## config.mk

```make
export PLATFORM = sky130hd
export DESIGN_NAME = stopwatch_control_flat
export DESIGN_NICKNAME = d
export VERILOG_FILES = /design/src/rtl/stopwatch_control_if.sv /design/src/rtl/stopwatch_control.sv /design/src/flat_wrapper.sv
export SDC_FILE = /design/constraint.sdc
export NUM_CORES = 1
export LEC_CHECK = 0
export ABC_AREA = 0
export ABC_CLOCK_PERIOD_IN_PS = 1650
export BUFFER_PORTS_ARGS = -buffer_cell sky130_fd_sc_hd__buf_2
export CAP_MARGIN = 20
export CORE_ASPECT_RATIO = 0.5
export CORE_MARGIN = 2
export CORE_UTILIZATION = 55
export DETAILED_ROUTE_END_ITERATION = 12
export GPL_TIMING_DRIVEN = 1
export PLACE_DENSITY_LB_ADDON = 0.12
export SLEW_MARGIN = 10
export SYNTH_ARGS = -nofsm -noshare
export SYNTH_HDL_FRONTEND = slang
export SYNTH_SLANG_ARGS = --single-unit
```

## constraint.sdc

```tcl
create_clock -name clk -period 1.65 [get_ports clk]
set_input_delay 0.2475 -clock clk [delete_from_list [all_inputs] [get_ports clk]]
set_output_delay 0.2475 -clock clk [all_outputs]
set_load 0.02 [all_outputs]
```

## src/rtl/stopwatch_control_if.sv

```systemverilog
// Bundle between the stopwatch control front-end and its environment:
// raw buttons/switch and digit-chain status in, digit-chain controls out.
interface stopwatch_control_if;
  logic       btn_start_stop;
  logic       btn_clear;
  logic       mode_down;
  logic       expired;
  logic       tick_enable;
  logic       counter_clear;
  logic       up_down;
  logic       running;
  logic [1:0] state;

  modport master (
    output btn_start_stop, btn_clear, mode_down, expired,
    input  tick_enable, counter_clear, up_down, running, state
  );

  modport slave (
    input  btn_start_stop, btn_clear, mode_down, expired,
    output tick_enable, counter_clear, up_down, running, state
  );
endinterface

```

## src/rtl/stopwatch_control.sv

```systemverilog
// Stopwatch control: button synchronise/debounce, IDLE/RUNNING/PAUSED/DONE FSM,
// tick prescaler and the shared enable/up_down/clear drive for the digit chain.
module stopwatch_control #(
  parameter int unsigned CLK_FREQ_HZ     = 100000000,
  parameter int unsigned TICK_HZ         = 100,
  parameter int unsigned DEBOUNCE_CYCLES = 1000000
) (
  input  logic                clk,
  input  logic                rst,
  stopwatch_control_if.slave  bus
);

  localparam int unsigned DIV = CLK_FREQ_HZ / TICK_HZ;
  localparam int unsigned PW  = $clog2(DIV);
  localparam int unsigned CW  = $clog2(DEBOUNCE_CYCLES);
  localparam int unsigned NB  = 2;

  typedef enum logic [1:0] {
    IDLE    = 2'b00,
    RUNNING = 2'b01,
    PAUSED  = 2'b10,
    DONE    = 2'b11
  } state_t;

  // index 0 = start/stop, index 1 = clear
  logic [NB-1:0] raw;
  logic [NB-1:0] sync1, sync2, level, level_d, press;
  logic [CW-1:0] db_cnt [NB];
  logic          mode1, mode_sync;

  state_t        state_q, state_next;
  logic [PW-1:0] presc_q, presc_next;
  logic          up_down_q, up_down_next;
  logic          clear_q, clear_next;
  logic          tick_q, tick_next;
  logic          running_q;
  logic          halt;

  assign raw = {bus.btn_clear, bus.btn_start_stop};

  // Synchronisers, debounce counters and rising-edge press pulses
  always_ff @(posedge clk or negedge rst) begin
    if (!rst) begin
      sync1     <= '0;
      sync2     <= '0;
      level     <= '0;
      level_d   <= '0;
      press     <= '0;
      mode1     <= 1'b0;
      mode_sync <= 1'b0;
      for (int i = 0; i < NB; i++) db_cnt[i] <= '0;
    end else begin
      sync1     <= raw;
      sync2     <= sync1;
      mode1     <= bus.mode_down;
      mode_sync <= mode1;
      level_d   <= level;
      press     <= level & ~level_d;
      for (int i = 0; i < NB; i++) begin
        if (sync2[i] == level[i]) begin
          db_cnt[i] <= '0;
        end else if (db_cnt[i] == CW'(DEBOUNCE_CYCLES - 1)) begin
          level[i]  <= ~level[i];
          db_cnt[i] <= '0;
        end else begin
          db_cnt[i] <= db_cnt[i] + CW'(1);
        end
      end
    end
  end

  // Next state, clear/tick decisions and prescaler update
  always_comb begin
    state_next   = state_q;
    clear_next   = 1'b0;
    up_down_next = up_down_q;
    presc_next   = presc_q;
    halt         = ~up_down_q & bus.expired;

    unique case (state_q)
      IDLE: begin
        if (press[1])      clear_next = 1'b1;
        else if (press[0]) state_next = RUNNING;
      end
      RUNNING: begin
        if (press[1]) begin
          state_next = IDLE;
          clear_next = 1'b1;
        end else if (press[0]) begin
          state_next = PAUSED;
        end else if (halt) begin
          state_next = DONE;
        end
      end
      PAUSED: begin
        if (press[1]) begin
          state_next = IDLE;
          clear_next = 1'b1;
        end else if (press[0]) begin
          state_next = RUNNING;
        end
      end
      DONE: begin
        if (press[1]) begin
          state_next = IDLE;
          clear_next = 1'b1;
        end
      end
    endcase

    // Mode is only sampled while idle; a change restarts the digits
    if (state_next == IDLE) begin
      up_down_next = ~mode_sync;
      if (up_down_next != up_down_q) clear_next = 1'b1;
    end

    tick_next = (state_q == RUNNING) && (presc_q == PW'(DIV - 1)) && !halt;

    if (clear_next || (state_q == IDLE && state_next == RUNNING)) begin
      presc_next = '0;
    end else if (state_q == RUNNING && !halt) begin
      presc_next = (presc_q == PW'(DIV - 1)) ? '0 : presc_q + PW'(1);
    end
  end

  // Control state and registered outputs
  always_ff @(posedge clk or negedge rst) begin
    if (!rst) begin
      state_q   <= IDLE;
      presc_q   <= '0;
      up_down_q <= 1'b1;
      clear_q   <= 1'b0;
      tick_q    <= 1'b0;
      running_q <= 1'b0;
    end else begin
      state_q   <= state_next;
      presc_q   <= presc_next;
      up_down_q <= up_down_next;
      clear_q   <= clear_next;
      tick_q    <= tick_next;
      running_q <= (state_next == RUNNING);
    end
  end

  assign bus.state         = state_q;
  assign bus.up_down       = up_down_q;
  assign bus.counter_clear = clear_q;
  assign bus.tick_enable   = tick_q;
  assign bus.running       = running_q;

endmodule
```

## src/flat_wrapper.sv

```systemverilog
// flat-port wrapper written by rule: the top's interface ports become plain ports
module stopwatch_control_flat 
#(
  parameter int unsigned CLK_FREQ_HZ     = 100000000,
  parameter int unsigned TICK_HZ         = 100,
  parameter int unsigned DEBOUNCE_CYCLES = 1000000
)
  (clk, rst, bus_btn_start_stop, bus_btn_clear, bus_mode_down, bus_expired, bus_tick_enable, bus_counter_clear, bus_up_down, bus_running, bus_state);
  stopwatch_control_if bus_i ();
  input  logic clk;
  input  logic rst;
  input wire logic [$bits(bus_i.btn_start_stop)-1:0] bus_btn_start_stop;
  input wire logic [$bits(bus_i.btn_clear)-1:0] bus_btn_clear;
  input wire logic [$bits(bus_i.mode_down)-1:0] bus_mode_down;
  input wire logic [$bits(bus_i.expired)-1:0] bus_expired;
  output wire logic [$bits(bus_i.tick_enable)-1:0] bus_tick_enable;
  output wire logic [$bits(bus_i.counter_clear)-1:0] bus_counter_clear;
  output wire logic [$bits(bus_i.up_down)-1:0] bus_up_down;
  output wire logic [$bits(bus_i.running)-1:0] bus_running;
  output wire logic [$bits(bus_i.state)-1:0] bus_state;
  assign bus_i.btn_start_stop = bus_btn_start_stop;
  assign bus_i.btn_clear = bus_btn_clear;
  assign bus_i.mode_down = bus_mode_down;
  assign bus_i.expired = bus_expired;
  assign bus_tick_enable = bus_i.tick_enable;
  assign bus_counter_clear = bus_i.counter_clear;
  assign bus_up_down = bus_i.up_down;
  assign bus_running = bus_i.running;
  assign bus_state = bus_i.state;
  stopwatch_control #(.CLK_FREQ_HZ(CLK_FREQ_HZ), .TICK_HZ(TICK_HZ), .DEBOUNCE_CYCLES(DEBOUNCE_CYCLES)) u_core (.clk(clk), .rst(rst), .bus(bus_i));
endmodule
```

==> flow_summary.yaml, run 1 <==
clock_tree:
  clk_pin_slew_ns: 0.06
  tritoncts_num_sinks: 78
  clock_tree.buffer_depth: 2
  clock_tree_from_tritoncts: "yes"
  cts_buffers: 9
  insertion_delay_of_the_later_clocked_pin_in_the_worst_skew_pair_ns: 0.33
  htree_levels: 3
  ctsRootBufferMaster: "sky130_fd_sc_hd__clkbuf_16"
worst_setup_path:
  setup.worst_path.start_class: "register"
  worstRegToRegCells: 6
  rr_endpoint: "u_core.presc_q[19]"
  regToRegSetupSlack_ns: -0.35
  required_time_of_the_critical_path_ns: 1.87
  critPathKind: "reg -> reg"
  crit_fanout: 8
  worstSetupEndpointType: "register"
  crit_arrival_ns: 2.22
  r2r-start: "u_core.presc_q[6]"
timing:
  max_slew_margin_pct: 73.4
  setup_slack_ns: -0.351
  layout_worst_path_cycle_share_pct: 121
  fmax_mhz: 500
  final_max_slew_viol_count: 0
  final.hold.worst_slack_ns: 0.0210
  clock_skew_ns: 0.00815
  fin_crit_ns: 2.00
  grt_setup_unrepaired: "true"
  finalHoldViolCount: 0
  setup_total_negative_slack_ns: -4.03
  setup_viol_count_final: 16
  tightest_slew_ns: 0.398
route:
  first_drt_pass_iteration_count: 6
  ant_nets: 0
  drt-vias-per-instance: 5.38
  postRouteWirelength_mm: 7.51
  via_count: 2791
  route.detailed.wl_per_inst_um: 14.5
  iteration_0_drc_markers: 181
  detail_route.drc_violations: 0
worst_hold_path:
  timing.hold.worst.start: "bus_btn_start_stop"
  whs_endpoint: "u_core.sync1[0]"
  min_path_cells: 1
  worstHoldPathType: "in -> reg"
synthesis:
  mappedNetlistNets: 368
  synth.most_common_cell: "sky130_fd_sc_hd__dfrtp_1"
  synth.top_cells.by_count: "sky130_fd_sc_hd__dfrtp_1, sky130_fd_sc_hd__nor2_1, sky130_fd_sc_hd__xor2_1"
  ys_async_sr_fraction_pct: 100
  synth_cell_types: 42
  synth_top_cells_by_area: "sky130_fd_sc_hd__dfrtp_1, sky130_fd_sc_hd__xor2_1, sky130_fd_sc_hd__nor2_1"
  ys.warnings.count: 0
  yosys_register_bits: 78
  mappedNetlistArea_um2: 3640
  syn_inst: 359
  synth_top_area_share_pct: 53.0
  post-synth-top-area-cell: "sky130_fd_sc_hd__dfrtp_1"
  synth.yosys.seq_area_share_pct: 53.7
  number_of_enable_type_register_cells_in_the_synthesized_netlist: 0
  post_synth.cell_area_avg_um2: 10.1
  ys.flop_type: "sky130_fd_sc_hd__dfrtp_1"
layout:
  antennaDiodeCount: 0
  finished_core_util_pct: 74.9
  multi_input_gate_area_in_the_final_layout_um2: 1730
  drive_gt1_share_pct: 26.9
  layout.area.seq_um2: 1950
  finalNetCount: 435
  postLayoutCellArea_um2: 4670
  syn_to_final_growth_pct: 28.3
  layout_fillers: 427
  final-instance-count-excl-fill: 519
place:
  place_hpwl_mm: 4.88
  post_dp_cell_area_um2: 4160
  globalplace.congestion: 0.848
  dp.cells: 497
  detailedPlace.worstSlack_ns: -0.284
  portBuffers: 11
floorplan:
  num_io_pins: 12
  floorplan.initialDensity_pct: 58.4
  die_width_um: 119
  placementRows: 20
  die-area_um2: 7320
  coreArea_um2: 6230
  die_height_um: 61.5
global_routing:
  antenna_violations_before_repair: 0
  gr-usage-met3_pct: 6.20
  gr-max-usage-layer: "met2"
  grt_overflow: 0
  track_usage_pct: 21.9
  gr-usage-met1_pct: 27.0
  maximum_number_of_pins_on_one_net_before_global_route_repair: 35
  grtUsageMet2_pct: 38.8
  global_route_wire_length_before_repair_mm: 12.4
  grt_pass1_vias: 2728
outcome:
  run_status: "complete, but fails checks"
  violations: "negative setup slack"
power:
  p_total_mw: 4.33
  irDropWorstVdd_mv: 0.648
  power_leakage_nw: 2.15
  power_per_cell_area_nw_per_um2: 928
run:
  maximum_capacitance_violations: 0
-- placed cells by master, fill, tap and decap left out, types with 2 or more instances in the layout --
cell and instances:
sky130_fd_sc_hd__nor4b_2 2, sky130_fd_sc_hd__or4b_4 2, sky130_fd_sc_hd__a31oi_1 4, sky130_fd_sc_hd__a21oi_1 2, sky130_fd_sc_hd__and4_1 3, sky130_fd_sc_hd__nand3_1 23
sky130_fd_sc_hd__nand2_1 30, sky130_fd_sc_hd__clkbuf_16 9, sky130_fd_sc_hd__nor2_2 8, sky130_fd_sc_hd__and3_4 2, sky130_fd_sc_hd__xnor2_1 20, sky130_fd_sc_hd__nor2b_1 4
sky130_fd_sc_hd__and3_1 10, sky130_fd_sc_hd__nor2_1 59, sky130_fd_sc_hd__o21ai_0 2, sky130_fd_sc_hd__a21o_1 2, sky130_fd_sc_hd__nand4_1 14, sky130_fd_sc_hd__clkbuf_1 2
sky130_fd_sc_hd__or2_4 3, sky130_fd_sc_hd__ha_1 2, sky130_fd_sc_hd__mux2_2 2, sky130_fd_sc_hd__bufinv_16 3, sky130_fd_sc_hd__nor4_1 4, sky130_fd_sc_hd__nor3_1 7
sky130_fd_sc_hd__nand2b_1 2, sky130_fd_sc_hd__buf_4 48, sky130_fd_sc_hd__inv_1 6, sky130_fd_sc_hd__nor3_2 2, sky130_fd_sc_hd__xor2_1 33, sky130_fd_sc_hd__buf_2 10
sky130_fd_sc_hd__and2_1 2, sky130_fd_sc_hd__buf_6 3, sky130_fd_sc_hd__dfrtp_1 77, sky130_fd_sc_hd__a21oi_2 2, sky130_fd_sc_hd__buf_12 3, sky130_fd_sc_hd__nor2_4 2
-- what timing repair did --
action / 4_1_cts / 5_1_grt
endpoints found under the setup margin: 36 / 58
endpoints found under the hold margin: 25 / 0
resized for setup: 12 / 16
setup buffers: 1 / 6
pin swaps: 8 / 13
hold buffers: 1 / 0
-- routing by layer --
layer,part of all wire (%),vias to the layer above
li1,-,1345
met1,46,1366
met2,49,64
met3,3.6,16
met4,1.2,0
met5,0,-
-- worst max-delay path, stage by stage, from the launching register on --
cell                       delay (ns)
sky130_fd_sc_hd__dfrtp_1         0.38
sky130_fd_sc_hd__or4b_4          0.55
sky130_fd_sc_hd__nor4_4          0.35
sky130_fd_sc_hd__buf_4           0.18
sky130_fd_sc_hd__a211oi_4        0.08
sky130_fd_sc_hd__a21o_1          0.17
sky130_fd_sc_hd__a22o_1          0.17
-- cell type report --
cell class / count / area share (%)
Timing Repair Buffer: 65 / 11.0
Clock inverter: 4 / 2.04
Sequential cell: 78 / 41.8
Tap cell: 88 / 2.36
Multi-Input combinational cell: 266 / 37.0
Inverter: 6 / 0.483
Clock buffer: 12 / 5.28
-- kinds of logic (layout without fill, tap and decap cells) --
logic type	Yosys count	count (layout)	synth area share, %
muxes	2	2	0.619
buffers and inverters	15	87	1.86
and+or+nand+nor	191	191	26.9
AOI/OAI and AO/OA	17	17	3.10
xor gates and xnor gates	53	53	12.8
adders and majority gates	3	3	1.03
DFF	78	78	53.7
-- state kept, by name (all words and copies together) (netlist names), 2 cells and up --
name,flops
u_core.bus.state,2
u_core.sync2,2
u_core.presc_q,20
u_core.level_d,2
u_core.db_cnt,40
u_core.sync1,2
u_core.press,2
u_core.level,2
-- how the worst max path moves through the flow --
stage	startpoint	end	slack (ns)	depth (start not counted)
after floorplan	u_core.bus.up_down	u_core.presc_q[15]	-0.21	6
after global placement	u_core.presc_q[13]	u_core.presc_q[19]	-0.25	5
after detailed placement	u_core.presc_q[13]	u_core.presc_q[19]	-0.28	5
after CTS	u_core.presc_q[13]	u_core.presc_q[19]	-0.29	5
after global routing	u_core.presc_q[6]	u_core.presc_q[19]	-0.38	6
final	u_core.presc_q[6]	u_core.presc_q[19]	-0.35	6
-- power breakdown --
part | switching [mW] | total, mW | internal (mW) | leakage, nW
registers | 0.0124 | 1.95 | 1.93 | 1.06
logic | 0.0780 | 0.132 | 0.0544 | 0.926
clock network | 0.735 | 2.25 | 1.52 | 0.167
total | 0.825 | 4.33 | 3.50 | 2.15
No activity file was read; power rests on OpenSTA's default activity.
==> run 2, diff against run 1 <==
--- a/config.mk
+++ b/config.mk
@@ -7,14 +7,15 @@
 export LEC_CHECK = 0
 export ABC_AREA = 0
 export ABC_CLOCK_PERIOD_IN_PS = 1650
-export BUFFER_PORTS_ARGS = -buffer_cell sky130_fd_sc_hd__buf_2
-export CAP_MARGIN = 20
+export CAP_MARGIN = 30
 export CORE_ASPECT_RATIO = 0.5
 export CORE_MARGIN = 2
-export CORE_UTILIZATION = 55
+export CORE_UTILIZATION = 57
 export DETAILED_ROUTE_END_ITERATION = 12
+export DONT_BUFFER_PORTS = 1
 export GPL_TIMING_DRIVEN = 1
 export PLACE_DENSITY_LB_ADDON = 0.12
+export SETUP_SLACK_MARGIN = 0.2
 export SLEW_MARGIN = 10
 export SYNTH_ARGS = -nofsm -noshare
 export SYNTH_HDL_FRONTEND = slang
==> run 2 against run 1 <==
Against the previous run: the flow finishes with violations (negative hold slack, negative setup slack); via count rose by 12%; sequential cell count stayed put; largest power group unchanged; count of clock-buffer cells in the layout fell by 2; register-to-register slack is essentially flat.
==> flow_summary.yaml, run 2 (synthesis gave the netlist of run 1 again) <==
clock_tree:
  ctsRootBufferMaster: "sky130_fd_sc_hd__clkbuf_16"
  postCtsHoldBufs: 3
  tritoncts_num_sinks: 78
  clock_tree.buffer_depth: 2
  htree_levels: 3
  clk_pin_slew_ns: 0.06
  insertion_delay_of_the_later_clocked_pin_in_the_worst_skew_pair_ns: 0.34
  clock_tree_from_tritoncts: "yes"
  cts_buffers: 9
layout:
  finished_core_util_pct: 88.0
  syn_to_final_growth_pct: 47.6
  mostFrequentLayoutCell: "sky130_fd_sc_hd__dfrtp_1"
  layout_fillers: 270
  final-instance-count-excl-fill: 540
  most-common-layout-cells: "sky130_fd_sc_hd__dfrtp_1, sky130_fd_sc_hd__buf_4, sky130_fd_sc_hd__xor2_1, sky130_fd_sc_hd__nand2_1, sky130_fd_sc_hd__nor2_1"
  regMostFlops: "u_core.db_cnt"
  finalNetCount: 456
  top_regs: "u_core.db_cnt (40), u_core.presc_q (20)"
  drive_gt1_share_pct: 44.2
  antennaDiodeCount: 0
  largest_register_ffs: 40
worst_setup_path:
  crit_fanout: 8
  critPathKind: "reg -> reg"
  required_time_of_the_critical_path_ns: 1.88
  worstSetupEndpointType: "register"
  setup.worst_path.start_class: "register"
  crit_arrival_ns: 2.23
timing:
  setup_total_negative_slack_ns: -7.03
  grt_setup_unrepaired: "true"
  fmax_mhz: 500
  layout_worst_path_cycle_share_pct: 121
  finalHoldViolCount: 78
  final.hold.worst_slack_ns: -0.404
  clock_skew_ns: 0.00587
  final_max_slew_viol_count: 0
  setup_viol_count_final: 52
  fin_crit_ns: 2.00
  max_slew_margin_pct: 67.8
  tightest_slew_ns: 0.480
  setup_slack_ns: -0.349
place:
  portBuffers: 0
  dp.cells: 482
  place_hpwl_mm: 4.72
  globalplace.congestion: 0.856
power:
  power_per_cell_area_nw_per_um2: 873
  p_total_mw: 4.69
  irDropWorstVdd_mv: 0.963
  power_leakage_nw: 2.36
global_routing:
  grt_pass1_vias: 2960
  global_route_wire_length_before_repair_mm: 13.8
  maximum_number_of_pins_on_one_net_before_global_route_repair: 79
  track_usage_pct: 26.4
  grt_overflow: 0
  antenna_violations_before_repair: 0
floorplan:
  coreArea_um2: 6110
  die_width_um: 117
  placementRows: 20
  die-area_um2: 7070
  die_height_um: 60.5
  num_io_pins: 12
  floorplan.initialDensity_pct: 59.6
run:
  maximum_capacitance_violations: 0
outcome:
  run_status: "complete, but fails checks"
  violations: "negative hold slack, negative setup slack"
route:
  iteration_0_drc_markers: 250
  first_drt_pass_iteration_count: 5
  detail_route.drc_violations: 0
  route.detailed.wl_per_inst_um: 19.5
  ant_nets: 0
  via_count: 3138
  postRouteWirelength_mm: 10.5
  drt-vias-per-instance: 5.81
worst_hold_path:
  worstHoldPathType: "in -> async"
-- run 2: changes by cell type in the layout (fill, tap and decap cells not counted), moves of 5 or more --
cell,delta
sky130_fd_sc_hd__nor2_4,+20
sky130_fd_sc_hd__buf_4,+19
sky130_fd_sc_hd__nor2_1,-33
sky130_fd_sc_hd__nor2_2,+13
sky130_fd_sc_hd__buf_2,-10
sky130_fd_sc_hd__buf_6,+5
sky130_fd_sc_hd__nand3_1,-5
-- run 2: path summary, 6_finish.rpt --
kind,end,slack [ns],start,depth (start not counted)
min reg2reg,u_core.sync2[1],0.35,u_core.sync1[1],0
max in group asynchronous,u_core.bus.up_down,1.87,rst,0
max reg2reg,u_core.presc_q[19],-0.35,u_core.presc_q[10],6
max,u_core.presc_q[19],-0.35,u_core.presc_q[10],6
min,u_core.presc_q[1],-0.40,rst,0
min in group clk,u_core.sync2[1],0.35,u_core.sync1[1],0
-- run 2: critical path, stage by stage (launching register included) --
cell	delay [ns]
sky130_fd_sc_hd__dfrtp_1	0.39
sky130_fd_sc_hd__or4b_4	0.56
sky130_fd_sc_hd__nor4_4	0.33
sky130_fd_sc_hd__buf_4	0.18
sky130_fd_sc_hd__a211oi_4	0.09
sky130_fd_sc_hd__a21o_1	0.17
sky130_fd_sc_hd__a22o_1	0.17
-- run 2: area by class of cell --
| cell class | count | area [um2] | share of cell area, % |
|---|---|---|---|
| multi-input combinational | 269 | 2160 | 40.2 |
| clock buffer | 10 | 229 | 4.26 |
| inverter | 6 | 22.5 | 0.419 |
| tap | 88 | 110 | 2.05 |
| clock inverter | 6 | 158 | 2.94 |
| sequential | 78 | 1960 | 36.5 |
| timing repair buffer | 83 | 736 | 13.7 |
-- run 2: report_power, final --
group,internal [mW],switching [mW],leakage (nW)
clock network,1.78,0.796,0.183
registers,1.93,0.0127,1.05
logic,0.0845,0.0807,1.13
total,3.80,0.889,2.36
-- run 2: metrics by stage --
step	cell area, um2	worst slack (ns)
after floorplan	3700	-0.206
after global placement	4090	-0.253
after detailed placement	4090	-0.320
after CTS	4980	-0.284
after global routing	5370	-0.392
final	5370	-0.349
-- run 2: routing by layer --
| layer | vias to the layer above | track usage [%] | wire (um) |
|---|---|---|---|
| li1 | 1394 | - | - |
| met1 | 1579 | 30.7 | 4240 |
| met2 | 133 | 46.5 | 5470 |
| met3 | 32 | 8.99 | 583 |
| met4 | 0 | 10.3 | 227 |
| met5 | - | 0 | 0 |
-- run 2: timing repair --
| action | CTS | global route |
|---|---|---|
| endpoints found under the hold margin | 81 | 78 |
| pin swaps | 30 | 43 |
| buffers inserted | 15 | 18 |
| resized for setup | 79 | 46 |
| gates cloned | 4 | 2 |
| endpoints found under the setup margin | 63 | 64 |
==> run 3, diff against run 2 <==
--- a/config.mk
+++ b/config.mk
@@ -15,6 +15,7 @@
 export DONT_BUFFER_PORTS = 1
 export GPL_TIMING_DRIVEN = 1
 export PLACE_DENSITY_LB_ADDON = 0.12
+export REMOVE_ABC_BUFFERS = 1
 export SETUP_SLACK_MARGIN = 0.2
 export SLEW_MARGIN = 10
 export SYNTH_ARGS = -nofsm -noshare
==> run 3 against run 2 <==
Against the previous run: total power decreased by 10%; die area is the same; the flow still finishes with violations (negative hold slack, negative setup slack); cell area is 0.54% higher; critical endpoint is now u_core.presc_q[15]; via count fell by 1.4%.
==> flow_summary.yaml, run 3 (synthesis gave the netlist of run 1 again) <==
place:
  portBuffers: 0
  globalplace.congestion: 0.857
  dp.cells: 486
  post_dp_cell_area_um2: 4100
  place_hpwl_mm: 4.69
  detailedPlace.worstSlack_ns: -0.303
layout:
  largest_register_ffs: 40
  mostFrequentLayoutCell: "sky130_fd_sc_hd__dfrtp_1"
  layout_fillers: 275
  final-instance-count-excl-fill: 538
  antennaDiodeCount: 0
  postLayoutCellArea_um2: 5400
  finished_core_util_pct: 88.4
  finalNetCount: 455
  syn_to_final_growth_pct: 48.4
  top_regs: "u_core.db_cnt (40), u_core.presc_q (20)"
  most-common-layout-cells: "sky130_fd_sc_hd__dfrtp_1, sky130_fd_sc_hd__buf_4, sky130_fd_sc_hd__nor2_4, sky130_fd_sc_hd__xor2_1, sky130_fd_sc_hd__nand2_1"
  drive_gt1_share_pct: 42.9
  regMostFlops: "u_core.db_cnt"
timing:
  clock_skew_ns: 0.0128
  max_slew_margin_pct: 65.8
  setup_total_negative_slack_ns: -7.45
  finalHoldViolCount: 78
  fin_crit_ns: 1.96
  tightest_slew_ns: 0.508
  final_max_slew_viol_count: 0
  grt_setup_unrepaired: "true"
  final.hold.worst_slack_ns: -0.405
  setup_slack_ns: -0.311
  fmax_mhz: 510
  layout_worst_path_cycle_share_pct: 119
  setup_viol_count_final: 58
worst_setup_path:
  path_cells: "or4b_4 > nor4_4 > buf_4 > a211oi_4 > buf_4 > a31oi_1 > a31oi_1"
  worstRegToRegCells: 7
  critical_path.endpoint: "u_core.presc_q[15]"
  startpoint: "u_core.presc_q[10]"
  cpPeakStageDelay_ns: 0.55
  slowest_stage: "sky130_fd_sc_hd__or4b_4"
  crit_arrival_ns: 2.18
  path_buf_inv: 2
  worstSetupEndpointType: "register"
  required_time_of_the_critical_path_ns: 1.87
  r2r-start: "u_core.presc_q[10]"
  crit_fanout: 6
  worst_path_dominant_cell_family: "simple AND/OR/NAND/NOR gates"
  regToRegSetupSlack_ns: -0.31
  setup.worst_path.start_class: "register"
  rr_endpoint: "u_core.presc_q[15]"
  critPathKind: "reg -> reg"
  cp.depth: 7
clock_tree:
  postCtsHoldBufs: 3
  tritoncts_num_sinks: 78
  htree_levels: 3
  clock_tree.buffer_depth: 2
  insertion_delay_of_the_later_clocked_pin_in_the_worst_skew_pair_ns: 0.35
  cts_buffers: 9
  ctsRootBufferMaster: "sky130_fd_sc_hd__clkbuf_16"
  clock_tree_from_tritoncts: "yes"
  clk_pin_slew_ns: 0.07
floorplan:
  die-area_um2: 7070
  coreArea_um2: 6110
  placementRows: 20
  floorplan.initialDensity_pct: 59.6
  num_io_pins: 12
  die_width_um: 117
  die_height_um: 60.5
route:
  route.detailed.wl_per_inst_um: 19.3
  via_count: 3094
  ant_nets: 0
  drt-vias-per-instance: 5.75
  first_drt_pass_iteration_count: 4
  postRouteWirelength_mm: 10.4
  iteration_0_drc_markers: 231
  detail_route.drc_violations: 0
global_routing:
  global_route_wire_length_before_repair_mm: 14.8
  maximum_number_of_pins_on_one_net_before_global_route_repair: 79
  grt_pass1_vias: 3087
  track_usage_pct: 28.5
  grt_overflow: 0
  antenna_violations_before_repair: 0
worst_hold_path:
  worstHoldPathType: "in -> async"
power:
  power_leakage_nw: 2.32
  irDropWorstVdd_mv: 0.909
  p_total_mw: 4.21
  power_per_cell_area_nw_per_um2: 780
outcome:
  run_status: "complete, but fails checks"
  violations: "negative hold slack, negative setup slack"
run:
  maximum_capacitance_violations: 0
[run 3: worst min path at each step]
stage               from                  endpoint  slack (ns)  depth (start not counted)
finish               rst          u_core.db_cnt[7]       -0.40                          0
global route         rst         u_core.db_cnt[10]       -0.42                          0
CTS                  rst         u_core.presc_q[4]       -0.41                          0
detailed placement   rst         u_core.presc_q[0]       -0.05                          0
global placement     rst         u_core.presc_q[0]       -0.05                          0
floorplan            rst  u_core.bus.counter_clear       -0.05                          0
[run 3: worst reg2reg max path, delay by kind of cell, from the launching register on]
kind / cells / cell delay [ns]
AND/OR/NAND/NOR: 2 / 0.85
AO/OA/AOI/OAI: 3 / 0.28
flip-flops: 1 / 0.38
buffers and inverters: 2 / 0.34
[run 3: area by class of cell]
cell class | instances | area [um2] | area share, %
clock buffer | 12 | 267 | 4.94
clock inverter | 3 | 42.5 | 0.788
inverter | 6 | 22.5 | 0.417
multi-input combinational | 266 | 2120 | 39.2
sequential | 78 | 1960 | 36.2
tap | 88 | 110 | 2.04
timing repair buffer | 85 | 885 | 16.4
[run 3: layer usage]
layer / wire length [um] / up-vias / track usage (%) / share of wire (%)
li1: - / 1396 / - / -
met1: 4100 / 1554 / 32.7 / 40
met2: 5300 / 110 / 50.0 / 51
met3: 601 / 34 / 10.2 / 5.8
met4: 366 / 0 / 11.6 / 3.5
met5: 0 / - / 0 / 0
[run 3: power by group]
group          switching [mW]  leakage [nW]  internal, mW  total [mW]
Combinational           0.100          1.11         0.110       0.210
Sequential             0.0130          1.05          1.93        1.95
Clock                   0.773         0.151          1.28        2.06
Total                   0.886          2.32          3.33        4.21
[run 3: repair_timing]
action                                 CTS  global route
cloned                                   5             2
resized for setup                       92            47
pin swaps                               32            40
setup endpoints to repair               62            63
endpoints found under the hold margin   81            78
setup buffers                           22             5
